### config.mk
export PLATFORM = sky130hd
export DESIGN_NAME = buffered_uart
export DESIGN_NICKNAME = d
export VERILOG_FILES = /design/src/rtl/buffered_uart.sv
export SDC_FILE = /design/constraint.sdc
export NUM_CORES = 1
export LEC_CHECK = 0
export ABC_CLOCK_PERIOD_IN_PS = 3900
export CORE_MARGIN = 8
export CORE_UTILIZATION = 23
export CTS_BUF_LIST = sky130_fd_sc_hd__clkbuf_4 sky130_fd_sc_hd__clkbuf_8
export CTS_CLUSTER_DIAMETER = 120
export CTS_CLUSTER_SIZE = 14
export DETAILED_ROUTE_END_ITERATION = 12
export PLACE_DENSITY = 0.41
export SETUP_SLACK_MARGIN = 0.1
export SLEW_MARGIN = 20
export SYNTH_ARGS = -nofsm -noshare
export SYNTH_HDL_FRONTEND = slang
export SYNTH_SLANG_ARGS = --single-unit
### constraint.sdc
create_clock -name clk -period 3.9 [get_ports clk]
set_clock_uncertainty 0.1 [all_clocks]
set_input_delay 0.78 -clock clk [delete_from_list [all_inputs] [get_ports clk]]
set_output_delay 0.78 -clock clk [all_outputs]
set_load 0.01 [all_outputs]
### src/rtl/buffered_uart.sv
// buffered_uart: FIFO-buffered UART, configurable divisor/width/parity/stop.
// Ports: clk,rst_n; TX wr_en,din,tx_full,tx_busy,tx; RX rx,rdy,rd_en,dout,rx_level; flags+err_clr.
module buffered_uart #(
  parameter int CLK_FREQ  = 50000000,
  parameter int BAUD      = 115200,
  parameter int DATA_BITS = 8,
  parameter int PARITY    = 0,
  parameter int STOP_BITS = 1,
  parameter int TX_DEPTH  = 8,
  parameter int RX_DEPTH  = 8
) (
  input  logic                       clk,
  input  logic                       rst_n,
  input  logic                       wr_en,
  input  logic [DATA_BITS-1:0]       din,
  output logic                       tx_full,
  output logic                       tx_busy,
  output logic                       tx,
  input  logic                       rx,
  output logic                       rdy,
  input  logic                       rd_en,
  output logic [DATA_BITS-1:0]       dout,
  output logic [$clog2(RX_DEPTH):0]  rx_level,
  output logic                       parity_err,
  output logic                       frame_err,
  output logic                       overrun,
  input  logic                       err_clr
);
  localparam int DIV_R = (CLK_FREQ + BAUD / 2) / BAUD;
  localparam int DIV   = (DIV_R < 4) ? 4 : DIV_R;
  localparam int CW    = $clog2(STOP_BITS * DIV);
  localparam int BW    = $clog2(DATA_BITS);
  localparam int TAW   = $clog2(TX_DEPTH);
  localparam int RAW   = $clog2(RX_DEPTH);
  localparam logic [CW-1:0] BIT_END  = CW'(DIV - 1);
  localparam logic [CW-1:0] HALF_END = CW'(DIV / 2 - 1);
  localparam logic [CW-1:0] STOP_END = CW'(STOP_BITS * DIV - 1);
  localparam logic [BW-1:0] LAST_BIT = BW'(DATA_BITS - 1);
  localparam logic HAS_PAR = (PARITY != 0);
  localparam logic ODD     = (PARITY == 1);

  // ---------------- TX FIFO ----------------
  logic [DATA_BITS-1:0] tmem_q [TX_DEPTH];
  logic [TAW-1:0]       twp_q, trp_q;
  logic [TAW:0]         tcnt_q;
  logic                 tpush, tpop, tnemp;
  logic [DATA_BITS-1:0] thead;

  assign tx_full = (tcnt_q == (TAW+1)'(TX_DEPTH));
  assign tpush   = wr_en & ~tx_full;
  assign tnemp   = (tcnt_q != '0);
  assign thead   = tmem_q[trp_q];

  always_ff @(posedge clk) begin
    if (tpush) tmem_q[twp_q] <= din;
  end

  always_ff @(posedge clk or negedge rst_n) begin
    if (!rst_n) begin
      twp_q  <= '0;
      trp_q  <= '0;
      tcnt_q <= '0;
    end else begin
      if (tpush) twp_q <= twp_q + 1'b1;
      if (tpop)  trp_q <= trp_q + 1'b1;
      if (tpush & ~tpop)      tcnt_q <= tcnt_q + 1'b1;
      else if (tpop & ~tpush) tcnt_q <= tcnt_q - 1'b1;
    end
  end

  // ---------------- TX FSM ----------------
  typedef enum logic [2:0] {
    T_IDLE, T_START, T_DATA, T_PAR, T_STOP
  } tx_st_e;

  tx_st_e               ts_q, ts_d;
  logic [CW-1:0]        tc_q, tc_d;
  logic [BW-1:0]        tb_q, tb_d;
  logic [DATA_BITS-1:0] tsh_q, tsh_d;
  logic                 tpar_q, tpar_d;
  logic                 tx_q, tx_d;
  logic                 busy_q;

  always_comb begin
    ts_d   = ts_q;
    tc_d   = tc_q;
    tb_d   = tb_q;
    tsh_d  = tsh_q;
    tpar_d = tpar_q;
    tx_d   = 1'b1;
    tpop   = 1'b0;
    unique case (ts_q)
      T_IDLE: begin
        if (tnemp) begin
          tpop   = 1'b1;
          tsh_d  = thead;
          tpar_d = (^thead) ^ ODD;
          tc_d   = '0;
          ts_d   = T_START;
        end
      end
      T_START: begin
        tx_d = 1'b0;
        if (tc_q == BIT_END) begin
          tc_d = '0;
          tb_d = '0;
          ts_d = T_DATA;
        end else tc_d = tc_q + 1'b1;
      end
      T_DATA: begin
        tx_d = tsh_q[0];
        if (tc_q == BIT_END) begin
          tc_d  = '0;
          tsh_d = tsh_q >> 1;
          if (tb_q == LAST_BIT) ts_d = HAS_PAR ? T_PAR : T_STOP;
          else tb_d = tb_q + 1'b1;
        end else tc_d = tc_q + 1'b1;
      end
      T_PAR: begin
        tx_d = tpar_q;
        if (tc_q == BIT_END) begin
          tc_d = '0;
          ts_d = T_STOP;
        end else tc_d = tc_q + 1'b1;
      end
      T_STOP: begin
        if (tc_q == STOP_END) begin
          tc_d = '0;
          // chain straight into the next frame with no idle gap
          if (tnemp) begin
            tpop   = 1'b1;
            tsh_d  = thead;
            tpar_d = (^thead) ^ ODD;
            ts_d   = T_START;
          end else ts_d = T_IDLE;
        end else tc_d = tc_q + 1'b1;
      end
      default: ts_d = T_IDLE;
    endcase
  end

  always_ff @(posedge clk or negedge rst_n) begin
    if (!rst_n) begin
      ts_q   <= T_IDLE;
      tc_q   <= '0;
      tb_q   <= '0;
      tsh_q  <= '0;
      tpar_q <= 1'b0;
      tx_q   <= 1'b1;
      busy_q <= 1'b0;
    end else begin
      ts_q   <= ts_d;
      tc_q   <= tc_d;
      tb_q   <= tb_d;
      tsh_q  <= tsh_d;
      tpar_q <= tpar_d;
      tx_q   <= tx_d;
      // tx lags the state by one cycle, so busy does too
      busy_q <= tpush | tnemp | (ts_q != T_IDLE);
    end
  end

  assign tx      = tx_q;
  assign tx_busy = busy_q;

  // ---------------- RX FSM ----------------
  typedef enum logic [2:0] {
    R_IDLE, R_START, R_DATA, R_PAR, R_STOP, R_BREAK
  } rx_st_e;

  rx_st_e               rs_q, rs_d;
  logic [CW-1:0]        rc_q, rc_d;
  logic [BW-1:0]        rb_q, rb_d;
  logic [DATA_BITS-1:0] rsh_q, rsh_d;
  logic                 rperr_q, rperr_d;
  logic                 rx_push_q, rx_push_d;
  logic                 rs1_q, rs2_q, rprev_q;
  logic                 pe_set, fe_set, ov_set;

  always_comb begin
    rs_d      = rs_q;
    rc_d      = rc_q;
    rb_d      = rb_q;
    rsh_d     = rsh_q;
    rperr_d   = rperr_q;
    rx_push_d = 1'b0;
    pe_set    = 1'b0;
    fe_set    = 1'b0;
    unique case (rs_q)
      R_IDLE: begin
        if (rprev_q & ~rs2_q) begin
          rc_d    = '0;
          rperr_d = 1'b0;
          rs_d    = R_START;
        end
      end
      R_START: begin
        if (rc_q == HALF_END) begin
          rc_d = '0;
          rb_d = '0;
          rs_d = rs2_q ? R_IDLE : R_DATA;
        end else rc_d = rc_q + 1'b1;
      end
      R_DATA: begin
        if (rc_q == BIT_END) begin
          rc_d  = '0;
          rsh_d = {rs2_q, rsh_q[DATA_BITS-1:1]};
          if (rb_q == LAST_BIT) rs_d = HAS_PAR ? R_PAR : R_STOP;
          else rb_d = rb_q + 1'b1;
        end else rc_d = rc_q + 1'b1;
      end
      R_PAR: begin
        if (rc_q == BIT_END) begin
          rc_d    = '0;
          rperr_d = rs2_q ^ (^rsh_q) ^ ODD;
          rs_d    = R_STOP;
        end else rc_d = rc_q + 1'b1;
      end
      R_STOP: begin
        if (rc_q == BIT_END) begin
          rc_d = '0;
          if (rs2_q) begin
            rx_push_d = 1'b1;
            pe_set    = rperr_q;
            rs_d      = R_IDLE;
          end else begin
            fe_set = 1'b1;
            rs_d   = R_BREAK;
          end
        end else rc_d = rc_q + 1'b1;
      end
      R_BREAK: begin
        if (rs2_q) rs_d = R_IDLE;
      end
      default: rs_d = R_IDLE;
    endcase
  end

  always_ff @(posedge clk or negedge rst_n) begin
    if (!rst_n) begin
      rs_q      <= R_IDLE;
      rc_q      <= '0;
      rb_q      <= '0;
      rsh_q     <= '0;
      rperr_q   <= 1'b0;
      rx_push_q <= 1'b0;
      rs1_q     <= 1'b1;
      rs2_q     <= 1'b1;
      rprev_q   <= 1'b1;
    end else begin
      rs_q      <= rs_d;
      rc_q      <= rc_d;
      rb_q      <= rb_d;
      rsh_q     <= rsh_d;
      rperr_q   <= rperr_d;
      rx_push_q <= rx_push_d;
      rs1_q     <= rx;
      rs2_q     <= rs1_q;
      rprev_q   <= rs2_q;
    end
  end

  // ---------------- RX FIFO ----------------
  // rsh_q holds the word until the next frame's data phase, so it
  // is still valid the cycle after rx_push_q is raised.
  logic [DATA_BITS-1:0] rmem_q [RX_DEPTH];
  logic [RAW-1:0]       rwp_q, rrp_q, rrp_nx;
  logic [RAW:0]         rcnt_q, rcnt_d;
  logic                 rfull, rpush, rpop, rdy_q;
  logic [DATA_BITS-1:0] dout_q, dout_d;

  assign rfull  = (rcnt_q == (RAW+1)'(RX_DEPTH));
  assign rpop   = rd_en & (rcnt_q != '0);
  assign rpush  = rx_push_q & (~rfull | rpop);
  assign ov_set = rx_push_q & rfull & ~rpop;
  assign rrp_nx = rrp_q + 1'b1;

  always_comb begin
    rcnt_d = rcnt_q;
    if (rpush & ~rpop)      rcnt_d = rcnt_q + 1'b1;
    else if (rpop & ~rpush) rcnt_d = rcnt_q - 1'b1;
  end

  // registered first-word fall-through head
  always_comb begin
    dout_d = dout_q;
    if (rpop) begin
      if (rcnt_q == (RAW+1)'(1)) begin
        if (rpush) dout_d = rsh_q;
      end else dout_d = rmem_q[rrp_nx];
    end else if ((rcnt_q == '0) && rpush) begin
      dout_d = rsh_q;
    end
  end

  always_ff @(posedge clk) begin
    if (rpush) rmem_q[rwp_q] <= rsh_q;
  end

  always_ff @(posedge clk or negedge rst_n) begin
    if (!rst_n) begin
      rwp_q  <= '0;
      rrp_q  <= '0;
      rcnt_q <= '0;
      rdy_q  <= 1'b0;
      dout_q <= '0;
    end else begin
      if (rpush) rwp_q <= rwp_q + 1'b1;
      if (rpop)  rrp_q <= rrp_nx;
      rcnt_q <= rcnt_d;
      rdy_q  <= (rcnt_d != '0);
      dout_q <= dout_d;
    end
  end

  assign rdy      = rdy_q;
  assign dout     = dout_q;
  assign rx_level = rcnt_q;

  // ---------------- sticky flags (set wins) ----------------
  logic pe_q, fe_q, ov_q;

  always_ff @(posedge clk or negedge rst_n) begin
    if (!rst_n) begin
      pe_q <= 1'b0;
      fe_q <= 1'b0;
      ov_q <= 1'b0;
    end else begin
      pe_q <= pe_set | (pe_q & ~err_clr);
      fe_q <= fe_set | (fe_q & ~err_clr);
      ov_q <= ov_set | (ov_q & ~err_clr);
    end
  end

  assign parity_err = pe_q;
  assign frame_err  = fe_q;
  assign overrun    = ov_q;

endmodule
==> impl_results.md, run 1 <==
- Status: finished, final reports clean
- Clock sinks: 214
- Layout cells sized above 1: 0.1537
- Maximum VDD drop: ~220 µV
- Critical Path End Type: output port
- Reg clk slew, reported paths: 90 ps
- Post-CTS sizing: 0
- Post-synth EDFFs: 128
- CP max FO: 5
- Mapped Cells: 647
- Skew-Pair Late Insertion Delay: 520 ps
- WL/cell: 14.74 µm
- Synth-to-Final Area Change: 14.76%
- P_leak: 3.973 nW
- Leading area contributor after synthesis: edfxtp_1
- Final core utilization: 0.2675
- Setup Buffers After CTS: 0
- Final net count: ~730
- CP required: 3020 ps
- Fmax: 0.3231 GHz
- Final setup fails: 0
- Hold_sp: rs1_q
- Chip Height: 216.9 µm
- Antenna cells: 0
- Largest net degree at the start of global routing: 67
- Worst rel slew slack: 0.3516
- Routability cong.: 0.7002
- Chip width: 216.9 µm
- Synth top cells by count: edfxtp_1 (128), dfrtp_1 (82), nand2_1 (50)
- Initial core utilization: 0.2331
- Sequential share of the synthesized area: 0.6464
- Syn avg cell area: 14.35 µm²
- Total wire length: ~18000 µm
- Die area: around 47000 µm²
- Power density over cell area: 577.6 nW/µm²
- Netlist cell types: 61
- CTS tree: done
- Mapped Nets: 681
- Worst Setup SP: tcnt_q[0]
- Max clock buf depth: 3
- Max H-tree Level: 1
- DRC violations left: 0
- Fraction of registers with async set/reset: 0.4019
- PortBufs: 32
- Kind of critical path: reg2out
- Reg-to-reg critical path startpoint: tc_q[0]
- Tightest Pin Transition: roughly 970 ps
- Synth top area share: 0.4140
- Hold_buf cts: 0
- First-pass GRT wire length: between 30000 and 40000 µm
- Vias: 5193
- Period minus WS final: 3095 ps
- Final hold viol count: 0
- Total Routing Usage GR: 0.07832
- Top-count cell post-synth: edfxtp_1
- Leading post-synthesis cells by cell area: edfxtp_1 (41%), dfrtp_1 (22%), mux4_2 (7.8%)
- CTS root buffer: clkbuf_8
- Max-cap violations: 0
- Synth Flop Type: edfxtp_1
- #FFs+latches synth: 214
- CP Launch Type: flop
- Dpl hpwl: approximately 12000 µm
- Synthesized area: 9284 µm²
- Core area: 39820 µm²
- Critical Path AT: ~2200 ps
- Inserted Clock Buffers: 19
- Synth warnings: 0
- Antenna violations before repair: 0
- Setup TNS Final: 0 ps
- I/O Pins: 33
- Final period util: 0.7936
- Max-slew violations: 0
- Congestion Overflow GR: 0
- Pre-Repair DR Iteration Count: 6
- Final ANT Viol Nets: 0
- Number of global-route vias before repair: 5331
- Worst hold path class: reg2reg
- RSZ-0062 raised after global routing: false
- Initial DRC Count: 243
- Num rows: 73
- Vias per cell: 4.208
-- metal layers --
layer	up-vias	track usage	routed length [µm]
li1	2512	-	-
met1	2605	0.1095	8984
met2	52	0.1224	8263
met3	24	0.01526	576
met4	0	0.02164	371
met5	-	0	0
-- cells by family after synthesis --
logic type	after synthesis	synth area share
muxes	68	0.1193
buffers and inverters	41	0.02062
DFF	214	0.6464
adders and majority gates	20	0.02776
xor gates and xnor gates	32	0.03019
and+or+nand+nor	170	0.09111
AOI/OAI and AO/OA	102	0.06469
-- layout by cell type, fill, tap and decap left out, drive strengths merged, types with 4 or more instances in the layout --
cell	Yosys	routed
a21oi	24	24
and3	7	7
buf	8	23
clkbuf	16	30
clkdlybuf4s50	0	31
dfrtp	82	82
dfstp	4	4
edfxtp	128	128
ha	19	19
inv	17	17
mux2	18	18
mux2i	18	18
mux4	32	32
nand2	50	50
nand2b	14	14
nand3	9	9
nand4	5	5
nor2	43	43
nor2b	7	7
nor3	16	16
nor4	4	4
o21ai	47	47
o31ai	7	7
xnor2	26	26
xor2	6	6
-- state kept, by name, summed over array words and instances (netlist names), 4 cells and up --
signal    count
tsh_q         8
tmem_q       64
dout          8
rx_level      4
rc_q          9
rsh_q         8
rmem_q       64
tcnt_q        4
tc_q          9
-- where the power goes --
group | switching [mW] | internal [mW] | leakage, nW | total [mW]
clock network | 0.751 | 0.565 | 0.195 | 1.32
registers | 0.289 | 2.70 | 2.43 | 2.99
logic | 0.940 | 0.909 | 1.35 | 1.85
-- critical path, cell delays in order, from the launching register on --
cell             delay (ps)
dfrtp_1                 460
nor4b_1                 580
clkdlybuf4s50_1         650
-- stage by stage --
step / hold WS, ps / instance area [µm²] / power [mW] / cells / worst slack [ps]
6_report: 258.7 / 10650 / 6.153 / 1234 / 805.0
5_1_grt: 269.9 / 10650 / 6.614 / 1234 / 604.9
4_1_cts: 261.5 / 10650 / 6.302 / 1234 / 679.9
3_5_place_dp: 249.3 / 10300 / 4.943 / 1202 / 827.4
3_3_place_gp: 248.1 / 10300 / 4.946 / 1202 / 880.5
2_1_floorplan: 245.2 / 9284 / 4.414 / 647 / 1150
-- area by class of cell --
type | instances | area, µm²
timing repair buffer | 54 | 483.0
fill | 4157 | 29170
clock inverter | 2 | 13.76
tap | 525 | 656.9
multi-input combinational | 392 | 3092
clock buffer | 30 | 344.1
inverter | 17 | 63.81
sequential | 214 | 6001
-- final timing paths --
| path | endpoint | slack, ps | cells after the start |
|---|---|---|---|
| min in group asynchronous | frame_err | 280 | 1 |
| min | rs2_q | 260 | 0 |
| max in group asynchronous | dout[3] | 2690 | 2 |
| min reg2reg | rs2_q | 260 | 0 |
| max reg2reg | tcnt_q[3] | 1010 | 14 |
| max | tx_full | 800 | 2 |
No activity file was read; power rests on OpenSTA's default activity.
==> inputs of run 2 (changes only) <==
--- a/config.mk
+++ b/config.mk
@@ -5,7 +5,7 @@
 export SDC_FILE = /design/constraint.sdc
 export NUM_CORES = 1
 export LEC_CHECK = 0
-export ABC_CLOCK_PERIOD_IN_PS = 3900
+export ABC_CLOCK_PERIOD_IN_PS = 3250
 export CORE_MARGIN = 8
 export CORE_UTILIZATION = 23
 export CTS_BUF_LIST = sky130_fd_sc_hd__clkbuf_4 sky130_fd_sc_hd__clkbuf_8
==> constraint.sdc (replaced) <==
create_clock -name clk -period 3.25 [get_ports clk]
set_clock_uncertainty 0.1 [all_clocks]
set_input_delay 0.65 -clock clk [delete_from_list [all_inputs] [get_ports clk]]
set_output_delay 0.65 -clock clk [all_outputs]
set_load 0.01 [all_outputs]
==> impl_results.md, run 2 (synthesis gave the netlist of run 1 again) <==
- Period minus WS final: 2883 ps
- Congestion Overflow GR: 0
- Max-slew violations: 0
- Final net count: 741
- Clock sinks: 214
- Largest regs: rmem_q x64, tmem_q x64
- Hold_sp: rs1_q
- Layout cells sized above 1: 0.1630
- First-pass GRT wire length: 30430 µm
- Fmax: approximately 0.35 GHz
- Reg2reg path depth: 12
- Comb power frac: 0.305
- Total wire length: 18330 µm
- Reg-to-reg critical path startpoint: tcnt_q[0]
- CP peak stage delay: 660 ps
- Number of global-route vias before repair: 5503
- Maximum VDD drop: 290.6 µV
- Commonest non-fill, non-tap cell in the layout: edfxtp_1
- Worst path slowest cell: clkdlybuf4s50_1
- Synth-to-Final Area Change: 15.65%
- Final setup fails: 0
- Sequential cell area: 6001 µm²
- PortBufs: 32
- R2R setup slack: approximately 470 ps
- CP Cell Sequence: nor4b_1 > clkdlybuf4s50_1
- CTS tree: done
- I/O Pins: 33
- Antenna violations before repair: 0
- Clock power frac: 0.214
- Die area: ~47000 µm²
- CTS root buffer: clkbuf_8
- Final Cell Area: 10740 µm²
- DRC violations left: 0
- CP required: 2500 ps
- Kind of critical path: reg2out
- Total Routing Usage GR: 0.07832
- Max-cap violations: 0
- Post-place setup slack: 359.8 ps
- CP max FO: 5
- Core area: 39820 µm²
- Min Hold Slack: around 260 ps
- Vias per cell: 4.162
- Worst r2r dst: tcnt_q[3]
- Status: finished, final reports clean
- Final period util: 0.8871
- Initial DRC Count: 258
- Power density over cell area: roughly 690 nW/µm²
- Multi-input logic area: 3092 µm²
- Skew-Pair Late Insertion Delay: 530 ps
- Hold Path Depth: 0
- Pre-Repair DR Iteration Count: 4
- Critical Path AT: about 2100 ps
- RSZ-0062 raised after global routing: false
- P_leak: 4.025 nW
- Setup TNS Final: 0 ps
- Hold Crit Endpoint: rs2_q
- Commonest cells after routing, fill and taps aside: edfxtp_1 (128), dfrtp_1 (82), nand2_1 (50), nor2_1 (42), mux4_2 (32)
- Critical Path End Type: output port
- Vias: around 5.2k
- Final core utilization: 0.2696
- Routability cong.: 0.6923
- WL/cell: 14.74 µm
- Post-DP Area: between 10000 and 15000 µm²
- Final hold viol count: 0
- Largest net degree at the start of global routing: between 50 and 60
- Reg clk slew, reported paths: 90 ps
- CP Launch Type: flop
- Layout Cells excl Fill: ~1.2k
- Chip width: 216.9 µm
- Dpl hpwl: 12140 µm
- Total power: 7.430 mW
- Worst rel slew slack: 0.4448
- Tightest Pin Transition: slightly above 800 ps
- Max clock buf depth: 3
- Inserted Clock Buffers: 19
- Final ANT Viol Nets: 0
- NetSw: between 2 and 2.5 mW
- Worst hold path class: reg2reg
- Power Internal: 5.037 mW
- # placed instances: ~1.2k
- Num rows: 73
- Sequential Power Share: 0.481
- Max H-tree Level: 1
- Antenna cells: 0
- Chip Height: between 200 and 250 µm
- Setup Buffers After CTS: 0
- Final Worst Setup Slack: 366.8 ps
- Switching portion of total power: 0.3221
- Initial core utilization: 0.2331
- Fillers: between 4k and 5k
run 2: area by class of cell:
class	instances	area share
repair buffers	63	0.05267
well taps	525	0.06118
flip-flops and latches	214	0.5589
clock inverters	2	0.001282
multi-input cells	392	0.2880
inverters	17	0.005943
clock buffers	30	0.03205
run 2: power groups by stage:
stage	registers, mW	clock network (mW)	logic [mW]
4_1_cts	3.58	1.71	2.34
5_1_grt	3.64	1.79	2.55
6_report	3.57	1.59	2.26
2_1_floorplan	3.50	0	1.80
3_5_place_dp	3.64	0	2.33
3_3_place_gp	3.64	0	2.33
run 2: how the worst max path moves through the flow:
stage	start	end	cells past startpoint
2_1_floorplan	tc_q[1]	tcnt_q[3]	14
3_3_place_gp	rd_en	rdy	7
3_5_place_dp	rd_en	rdy	7
4_1_cts	tcnt_q[0]	tx_full	2
5_1_grt	tcnt_q[0]	tx_full	2
6_report	tcnt_q[0]	tx_full	2
run 2: what timing repair did:
action / CTS / global route
resized for setup: 0 / 0
hold buffers: 1 / 0
endpoints found under the hold margin: 30 / 0
run 2: per-layer routing:
layer  GRT usage  wire, µm  vias to the layer above
met3     0.01581       651                       20
met5           0         0                        -
met4     0.01894       326                        0
li1            -         -                     2523
met2      0.1317      8549                       54
met1      0.1026      8799                     2576
run 2: critical path, delay by kind of cell, from the launching register on:
family | cells | cell delay [ps]
simple gates | 1 | 490
buf+inv | 1 | 660
flops | 1 | 460
==> inputs of run 3 (changes only) <==
--- a/config.mk
+++ b/config.mk
@@ -5,7 +5,6 @@
 export SDC_FILE = /design/constraint.sdc
 export NUM_CORES = 1
 export LEC_CHECK = 0
-export ABC_CLOCK_PERIOD_IN_PS = 3250
 export CORE_MARGIN = 8
 export CORE_UTILIZATION = 23
 export CTS_BUF_LIST = sky130_fd_sc_hd__clkbuf_4 sky130_fd_sc_hd__clkbuf_8
==> results of run 3 <==
The final DEF is identical to that of run 2; final timing and power are the same.
